## config.mk

```make
export PLATFORM = sky130hd
export DESIGN_NAME = clk_div_prog
export DESIGN_NICKNAME = d
export VERILOG_FILES = /design/src/rtl/clk_div_prog.sv
export SDC_FILE = /design/constraint.sdc
export NUM_CORES = 1
export LEC_CHECK = 0
export BUFFER_PORTS_ARGS = -buffer_cell sky130_fd_sc_hd__buf_4
export CAP_MARGIN = 10
export CORE_MARGIN = 5
export CORE_UTILIZATION = 45
export DETAILED_ROUTE_END_ITERATION = 6
export PLACE_DENSITY = 0.68
export SYNTH_ARGS = -nofsm -noshare
export SYNTH_HDL_FRONTEND = slang
export SYNTH_SLANG_ARGS = --single-unit
```

## constraint.sdc

```tcl
create_clock -name clk_in -period 2.16 [get_ports clk_in]
set_clock_uncertainty 0.05 [all_clocks]
set_input_delay 0.216 -clock clk_in [delete_from_list [all_inputs] [get_ports clk_in]]
set_output_delay 0.216 -clock clk_in [all_outputs]
set_load 0.005 [all_outputs]
```

## src/rtl/clk_div_prog.sv

```systemverilog
// Runtime-programmable divider: divided clock (toggle or pulse) and a tick strobe.
// The divisor and mode are loaded through a valid/ready handshake and applied at a period boundary.
module clk_div_prog #(
    parameter int unsigned     WIDTH         = 17,
    parameter logic [WIDTH-1:0] DEFAULT_LIMIT = WIDTH'(59999),
    parameter logic            DEFAULT_MODE  = 1'b0
) (
    input  logic             clk_in,
    input  logic             rst,
    input  logic             en,
    input  logic             div_valid,
    output logic             div_ready,
    input  logic [WIDTH-1:0] div_value,
    input  logic             div_mode,
    output logic             clk_out,
    output logic             tick
);

    logic [WIDTH-1:0] count;
    logic [WIDTH-1:0] limit_act;
    logic [WIDTH-1:0] limit_shd;
    logic             mode_act;
    logic             mode_shd;
    logic             pending;

    logic             term_c;
    logic             xfer_c;
    logic             apply_c;
    logic             clk_out_nxt_c;

    assign term_c    = en && (count == limit_act);
    assign xfer_c    = div_valid && !pending;
    // A held-off load is committed at a period boundary, or at once while counting is paused.
    assign apply_c   = pending && (term_c || !en);
    assign div_ready = ~pending;

    // Output level for the next edge; a mode change restarts the output low.
    always_comb begin
        clk_out_nxt_c = clk_out;
        if (apply_c && (mode_shd != mode_act)) begin
            clk_out_nxt_c = 1'b0;
        end else if (term_c) begin
            clk_out_nxt_c = mode_act ? 1'b1 : ~clk_out;
        end else if (en && mode_act) begin
            clk_out_nxt_c = 1'b0;
        end
    end

    always_ff @(posedge clk_in) begin
        if (rst) begin
            count     <= '0;
            limit_act <= DEFAULT_LIMIT;
            mode_act  <= DEFAULT_MODE;
            limit_shd <= '0;
            mode_shd  <= 1'b0;
            pending   <= 1'b0;
            clk_out   <= 1'b0;
            tick      <= 1'b0;
        end else begin
            tick    <= term_c;
            clk_out <= clk_out_nxt_c;

            if (apply_c || term_c) begin
                count <= '0;
            end else if (en) begin
                count <= count + WIDTH'(1);
            end

            if (apply_c) begin
                limit_act <= limit_shd;
                mode_act  <= mode_shd;
                pending   <= 1'b0;
            end

            // apply_c needs pending=1 and xfer_c needs pending=0, so they never coincide.
            if (xfer_c) begin
                limit_shd <= div_value;
                mode_shd  <= div_mode;
                pending   <= 1'b1;
            end
        end
    end

endmodule
```

== Yosys cells after proc, flatten, opt, wreduce, memory -nomap -nowiden ==
Index checks and enable logic that the tools add are counted.
Word-level totals
  register bits: 56
  input port bits: 22
  logic and storage cells: 31
Operators by class
  $add $sub $neg: 1
  equal/unequal tests: 2
  mux-type cells: 5
  bitwise operators: 2
  reduce and logical (&&, ||, !) cells: 13
Operators with widths (number)
  $add 17x1->17 const B: 1
  $eq 17x17->1: 1
  $logic_and 1x1->1: 5
  $mux 1: 5
  $reduce_bool 2->1: 2
  $reduce_or 2->1: 2
  $logic_not 1->1: 2
  $logic_or 1x1->1: 2
  $not 1->1: 2
  $ne 1x1->1: 1

== Longest topological paths before layout ==
Gate-level depths: netlist of the first run.
  word-level depth: 6
  mapped depth: 7

== Least setup slack after synthesis of the first run ==
Ideal clock, no wire load.
  kind: flip-flop to flip-flop
  start point: register count[1]
  end point: register limit_act[0]
  arrival: 1699 ps
  data required time: 2038 ps
  path slack: 339 ps
  cell stages (with the launch flop): 8
  buffers on the path: 2
  cells stage by stage: dfxtp_1 -> xor2_1 -> nor4_2 -> nand3_2 -> o31ai_2 -> buf_6 -> buf_12 -> mux2i_1
Between the ends
  longest elaborated chain between the ends: 4
RTL lines
  start: declaration: RTL line 19  | logic [WIDTH-1:0] count;
  start signal: assignment: RTL line 66  | count <= count + WIDTH'(1);
  $eq 17x17->1: RTL line 31  | assign term_c = en && (count == limit_act);
  $logic_and 1x1->1: RTL line 31
  $logic_or 1x1->1: RTL line 34  | assign apply_c = pending && (term_c || !en);
  $logic_and 1x1->1: RTL line 34
  end signal: assignment: RTL line 70  | limit_act <= limit_shd;
  end: declaration: RTL line 20  | logic [WIDTH-1:0] limit_act;
Every way passes these cells.
A chain may end at the register's enable or synchronous reset.

== Worst setup path in the final report of the first run ==
  start point: register count[1]
  end point: register limit_act[13]
The elaborated chain is that of the path after synthesis.

==> run metrics, run 1 <==
outcome finished, final reports clean; Switching Fraction 25.1%; Synth cell types 29; worst slew pin tran 585 ps; die footprint 7120 um2; Total Nets Final 333; CTS tree yes; ratio of cells with drive above 1 in the final layout 13.8%; post-DP HPWL 3270 um; pwr dens 655 nW/um2; Comb pwr share 9.6%; CTS sink count 56; Vias per Instance 4.80; reg2reg path depth 6; max_slew headroom 60.9%; flop and latch count out of synthesis 56; Commonest cells post-synth dfxtp_1 (56), nand2_1 (45), nor2_1 (41); DIE HEIGHT 84.4 um; Post-Route Setup TNS 0 ps; clock power share 31.2%; async set-or-reset flop fraction in the synthesized netlist 0%; first-pass GRT wire length 8010 um; total track usage 13.7%; IO Pins 25; # resized after CTS 0; static leakage 1.05 nW; DRC errors left 0; crit-path max FO 18; Post-Route Utilization 52.1%; Tot Pwr 1.85 mW; kind of critical path reg2reg; average wire per standard cell 11.9 um; vias post-DR 1838; FF-to-FF End limit_act[13]; total of max-cap violations 0; routing usage on met2 22.2%; largest net degree at the start of global routing 60; Largest stage delay, worst path 370 ps; Slew Limit Fails 0; sequential power share 59.2%; Crit. End Element flip-flop; met1 Resource Use GR 18.0%; ANT cells 0; CP arrival 2110 ps; R2R setup slack 240 ps; I/O Buffers 24; Layout area overhead 13.8%; Post-synth top flop dfxtp_1; Reg clk slew, reported paths 110 ps; start point of the critical path count[1]; GP Congestion 0.800; setup slack after layout 244 ps; Hold Crit Class in2reg; later-pin clock latency in the skew report 310 ps; Synth area leaders dfxtp_1 (45%), xor2_1 (7.7%), mux2i_1 (7.2%); final cycle utilization of the critical path 88.7%; synthesized cell area 2490 um2; crit start category flip-flop; post-synthesis sequential area ratio 45.0%; Post-synth EDFFs 0; Synth Area per Inst 8.68 um2; Post-DRT Antenna Nets 0; Ys Warns 0; Fmax 0.522 GHz; Synthesized Nets 310; H-Tree Level Count 2; drt total wl 4540 um; Worst path slowest cell dfxtp_1; postcts setup bufs 0; Synth top area share 45.0%; initial core utilization 45.8%; Fin. Hold Viols 0; met3 GRT Util 2.16%; DR pass1 iterations 4; initial drt markers 70; cell internal pwr 1.39 mW; Max VDD drop 0.000370 V; busiest layer in global routing met2; worst path cell trace xor2_1, nor4_2, nand3_2, o31ai_4, buf_12, mux2i_1; CP endpoint limit_act[13]; Synth area leader dfxtp_1; maximum clock path buffer count 2; Core Footprint 5440 um2; die width 84.4 um; worst flop-to-flop path startpoint count[1]; required time of the critical path 2350 ps; vias in the first global route 1802; Mapped Cells 287; CTS Hold Bufs 0; Setup-failing EPs final 0; Congestion Overflow GR 0; CTS Buf Count 5; net switching power 0.465 mW; most common cell in the netlist dfxtp_1; unrepaired setup endpoints after global routing no; initial antenna violation count 0; setup slack at placement 247 ps; CTS Root Cell clkbuf_8; Final min period 1920 ps; row cnt 27
-- cell usage in the layout, fill, tap and decap left out, drive strengths merged --
master   n
and3     2
clkinv   2
a21oi   22
o22ai    1
buf     28
o31ai    2
a221oi   2
xnor2   10
o21ai    2
dfxtp   56
ha       1
nor4     5
nand4    4
nor3     5
clkbuf   5
mux2     1
nor2    41
nand2   45
mux2i   18
and4     1
nand3    7
inv      7
xor2    22
nand2b  17
nor2b    3
o211ai   2
-- logic make-up after synthesis --
| group | Yosys count | synth area share, % |
|---|---|---|
| and+or+nand+nor | 130 | 24.4 |
| adders and majority gates | 1 | 0.502 |
| xor gates and xnor gates | 32 | 11.3 |
| muxes | 19 | 7.69 |
| DFF | 56 | 45.0 |
| buffers and inverters | 18 | 3.72 |
| AOI/OAI and AO/OA | 31 | 7.39 |
-- layout make-up --
type	instances	area, um2
multi-input cells	213	1280
flip-flops and latches	56	1120
well taps	72	90.1
clock inverters	3	22.5
repair buffers	28	223
fillers	520	2610
clock buffers	5	68.8
inverters	6	22.5
-- power by group through the flow --
stage,Sequential [mW],Combinational (mW),Clock [mW]
after floorplan,1.12,0.122,0
after global placement,1.12,0.178,0
after detailed placement,1.12,0.180,0
after CTS,1.10,0.181,0.603
after global routing,1.11,0.202,0.642
final,1.10,0.178,0.578
-- flip-flops by register name (all words and copies together), names as in the netlist --
name and count:
clk_out 1, count 17, limit_act 17, limit_shd 17, mode_act 1, mode_shd 1
pending 1, tick 1
-- stage by stage --
stage          area [um2]  hold WS, ps  std cells
3_3_place_gp         2740          394        375
3_5_place_dp         2740          398        375
2_1_floorplan        2490          302        287
6_report             2830         82.5        383
4_1_cts              2830         71.0        383
5_1_grt              2830         74.9        383
-- metal layers --
layer  vias up  share of wire [%]
met5         -                  0
met1       811                 51
met3         8                2.6
met2        25                 45
met4         0                2.1
li1        994                  -
-- worst min path at each step --
stage / startpoint / endpoint / depth (start not counted)
floorplan: div_value[0] / limit_shd[0] / 2
global placement: limit_shd[1] / limit_shd[1] / 2
detailed placement: limit_shd[4] / limit_shd[4] / 2
CTS: div_value[4] / limit_shd[4] / 3
global route: div_value[6] / limit_shd[6] / 3
finish: div_value[5] / limit_shd[5] / 3
-- worst max-delay path: cells and delay by family, from the launching register on --
kind            cells  cell delay (ps)
simple gates        2              520
xor+xnor            1              180
mux                 1              200
buf+inv             1              210
flops               1              370
compound gates      1              310
(Power assumes the default switching activity.)
==> run 2, diff against run 1 <==
--- a/config.mk
+++ b/config.mk
@@ -8,9 +8,10 @@
 export BUFFER_PORTS_ARGS = -buffer_cell sky130_fd_sc_hd__buf_4
 export CAP_MARGIN = 10
 export CORE_MARGIN = 5
-export CORE_UTILIZATION = 45
+export CORE_UTILIZATION = 58
 export DETAILED_ROUTE_END_ITERATION = 6
-export PLACE_DENSITY = 0.68
+export HOLD_SLACK_MARGIN = 0.12
+export PLACE_DENSITY = 0.83
 export SYNTH_ARGS = -nofsm -noshare
 export SYNTH_HDL_FRONTEND = slang
 export SYNTH_SLANG_ARGS = --single-unit
==> constraint.sdc (replaced) <==
create_clock -name clk_in -period 2.02 [get_ports clk_in]
set_clock_uncertainty 0.05 [all_clocks]
set_input_delay 0.202 -clock clk_in [delete_from_list [all_inputs] [get_ports clk_in]]
set_output_delay 0.202 -clock clk_in [all_outputs]
set_load 0.005 [all_outputs]
==> run 2 against run 1 <==
Sequential power up 7%. Global-route usage is 7.9 points higher. Flip-flop and latch count unchanged. Sequential share of layout area fell by 2.5 points. Setup slack worse by 160 ps. Via count grew 14%. Total power up 10%. First-iteration DRC count grew to 2.5 times the previous value. Largest power group unchanged. Count of clock-buffer cells in the layout grew 1. Largest cell class unchanged.
==> run metrics, run 2 (same netlist as run 1, synthesis figures left out) <==
CTS sink count 56 (unchanged); required time of the critical path 2180 ps (was 2350 ps); DRC errors left 0 (unchanged); row cnt 23 (was 27); worst slew pin tran 1200 ps (was 585 ps); met1 WL 2490 um (was 2300 um); vias in the first global route 2006 (was 1802); Total Nets Final 355 (was 333); most common cell after layout, fill and taps aside dfxtp_1 (unchanged); crit start category flip-flop (unchanged); first-pass GRT wire length 9340 um (was 8010 um); Fin. Hold Viols 0 (unchanged); Reg clk slew, reported paths 100 ps (was 110 ps); I/O Buffers 24 (unchanged); max layer used met4 (unchanged); H-Tree Level Count 2 (unchanged); Post-DRT Antenna Nets 0 (unchanged); vias post-DR 2094 (was 1838); Hold Crit Class in2reg (unchanged); R2R setup slack 80 ps (was 240 ps); maximum clock path buffer count 2 (unchanged); total of max-cap violations 0 (unchanged); Vias per Instance 5.47 (was 4.80); final cycle utilization of the critical path 96.0% (was 88.7%); Post-Route Setup TNS 0 ps (unchanged); Fmax 0.516 GHz (was 0.522 GHz); Hold Slack 171 ps (was 82.5 ps); Largest regs count (17), limit_act (17), limit_shd (17) (unchanged); Crit. End Element flip-flop (unchanged); Placed Area 2710 um2 (was 2740 um2); later-pin clock latency in the skew report 320 ps (was 310 ps); ratio of cells with drive above 1 in the final layout 15.0% (was 13.8%); Setup-failing EPs final 0 (unchanged); CP endpoint count[7] (was limit_act[13]); die footprint 5700 um2 (was 7120 um2); largest net degree at the start of global routing 60 (unchanged); total track usage 21.6% (was 13.7%); DR pass1 iterations 7 (was 4); average wire per standard cell 14.9 um (was 11.9 um); post-route cell area 3030 um2 (was 2830 um2); initial core utilization 60.9% (was 45.8%); die width 75.5 um (was 84.4 um); outcome finished, final reports clean (unchanged); crit-path max FO 14 (was 18); CP arrival 2100 ps (was 2110 ps); IO Pins 25 (unchanged); CTS Buf Count 5 (unchanged); most frequent cells in the layout dfxtp_1 (54), nand2_1 (45), nor2_1 (41), buf_4 (30) (was dfxtp_1 (56), nand2_1 (45), nor2_1 (41), buf_4 (27)); kind of critical path reg2reg (unchanged); setup slack after layout 81.0 ps (was 244 ps); DIE HEIGHT 75.5 um (was 84.4 um); FF-to-FF End count[7] (was limit_act[13]); routed wl met2 2750 um (was 2030 um); max_slew headroom 19.8% (was 60.9%); initial antenna violation count 0 (unchanged); Layout area overhead 21.7% (was 13.8%); ANT cells 0 (unchanged); pwr dens 674 nW/um2 (was 655 nW/um2); unrepaired setup endpoints after global routing no (unchanged); CTS tree yes (unchanged); drt total wl 5720 um (was 4540 um); worst flop-to-flop path startpoint count[13] (was count[1]); wire length on met3 278 um (was 120 um); Final min period 1940 ps (was 1920 ps); start point of the critical path count[13] (was count[1]); Congestion Overflow GR 0 (unchanged); CTS Root Cell clkbuf_8 (unchanged); setup slack at placement 105 ps (was 247 ps); static leakage 1.14 nW (was 1.05 nW); GP Congestion 0.821 (was 0.800); Core Footprint 4090 um2 (was 5440 um2); reg2reg path depth 7 (was 6); initial drt markers 176 (was 70); post-DP HPWL 3270 um (about the same); Slew Limit Fails 0 (unchanged); Max VDD drop 0.000594 V (was 0.000370 V)
run 2: how the worst min path moves through the flow:
stage / start / cells after the start / slack (ps) / end
2_1_floorplan: div_value[0] / 2 / 290 / limit_shd[0]
3_3_place_gp: limit_shd[9] / 2 / 390 / limit_shd[9]
3_5_place_dp: limit_shd[2] / 2 / 400 / limit_shd[2]
4_1_cts: en / 3 / 160 / pending
5_1_grt: en / 3 / 200 / pending
6_report: en / 3 / 170 / pending
run 2: where the power goes:
| part | internal [mW] | total (mW) | switching, mW | leakage [nW] |
|---|---|---|---|---|
| Combinational | 0.114 | 0.234 | 0.120 | 0.641 |
| Sequential | 1.15 | 1.18 | 0.0310 | 0.457 |
| Clock | 0.248 | 0.630 | 0.382 | 0.0414 |
| Total | 1.51 | 2.04 | 0.532 | 1.14 |
run 2: per-stage QoR:
| step | power [mW] | util, % | instances |
|---|---|---|---|
| 2_1_floorplan | 1.32 | - | 287 |
| 3_3_place_gp | 1.38 | 66.2 | 352 |
| 3_5_place_dp | 1.39 | 66.2 | 352 |
| 4_1_cts | 2.02 | 72.8 | 378 |
| 5_1_grt | 2.12 | 74.1 | 383 |
| 6_report | 2.04 | 74.1 | 383 |
run 2: area by class of cell:
cell class | count | area, um2
sequential | 56 | 1120
multi-input combinational | 213 | 1290
inverter | 6 | 22.5
clock buffer | 6 | 72.6
fill | 261 | 1060
tap | 50 | 62.6
timing repair buffer | 50 | 437
clock inverter | 2 | 16.3
run 2: worst max-delay path: stages, from the launching register on:
cell and delay [ps]:
dfxtp_1 430, xor2_1 120, nor4_2 290, nand3_2 210
buf_4 200, o31ai_2 250, buf_6 200, nor2_1 60
run 2: per-layer routing:
metal,vias up,track usage [%]
met5,-,0
met4,0,10.5
met1,989,27.6
met2,52,34.6
met3,19,4.75
li1,1034,-
run 2: timing repair:
action	in CTS	in global routing
gates resized for setup	0	5
setup buffers	0	5
setup endpoints to repair	0	19
hold buffers	18	0
endpoints found under the hold margin	18	0
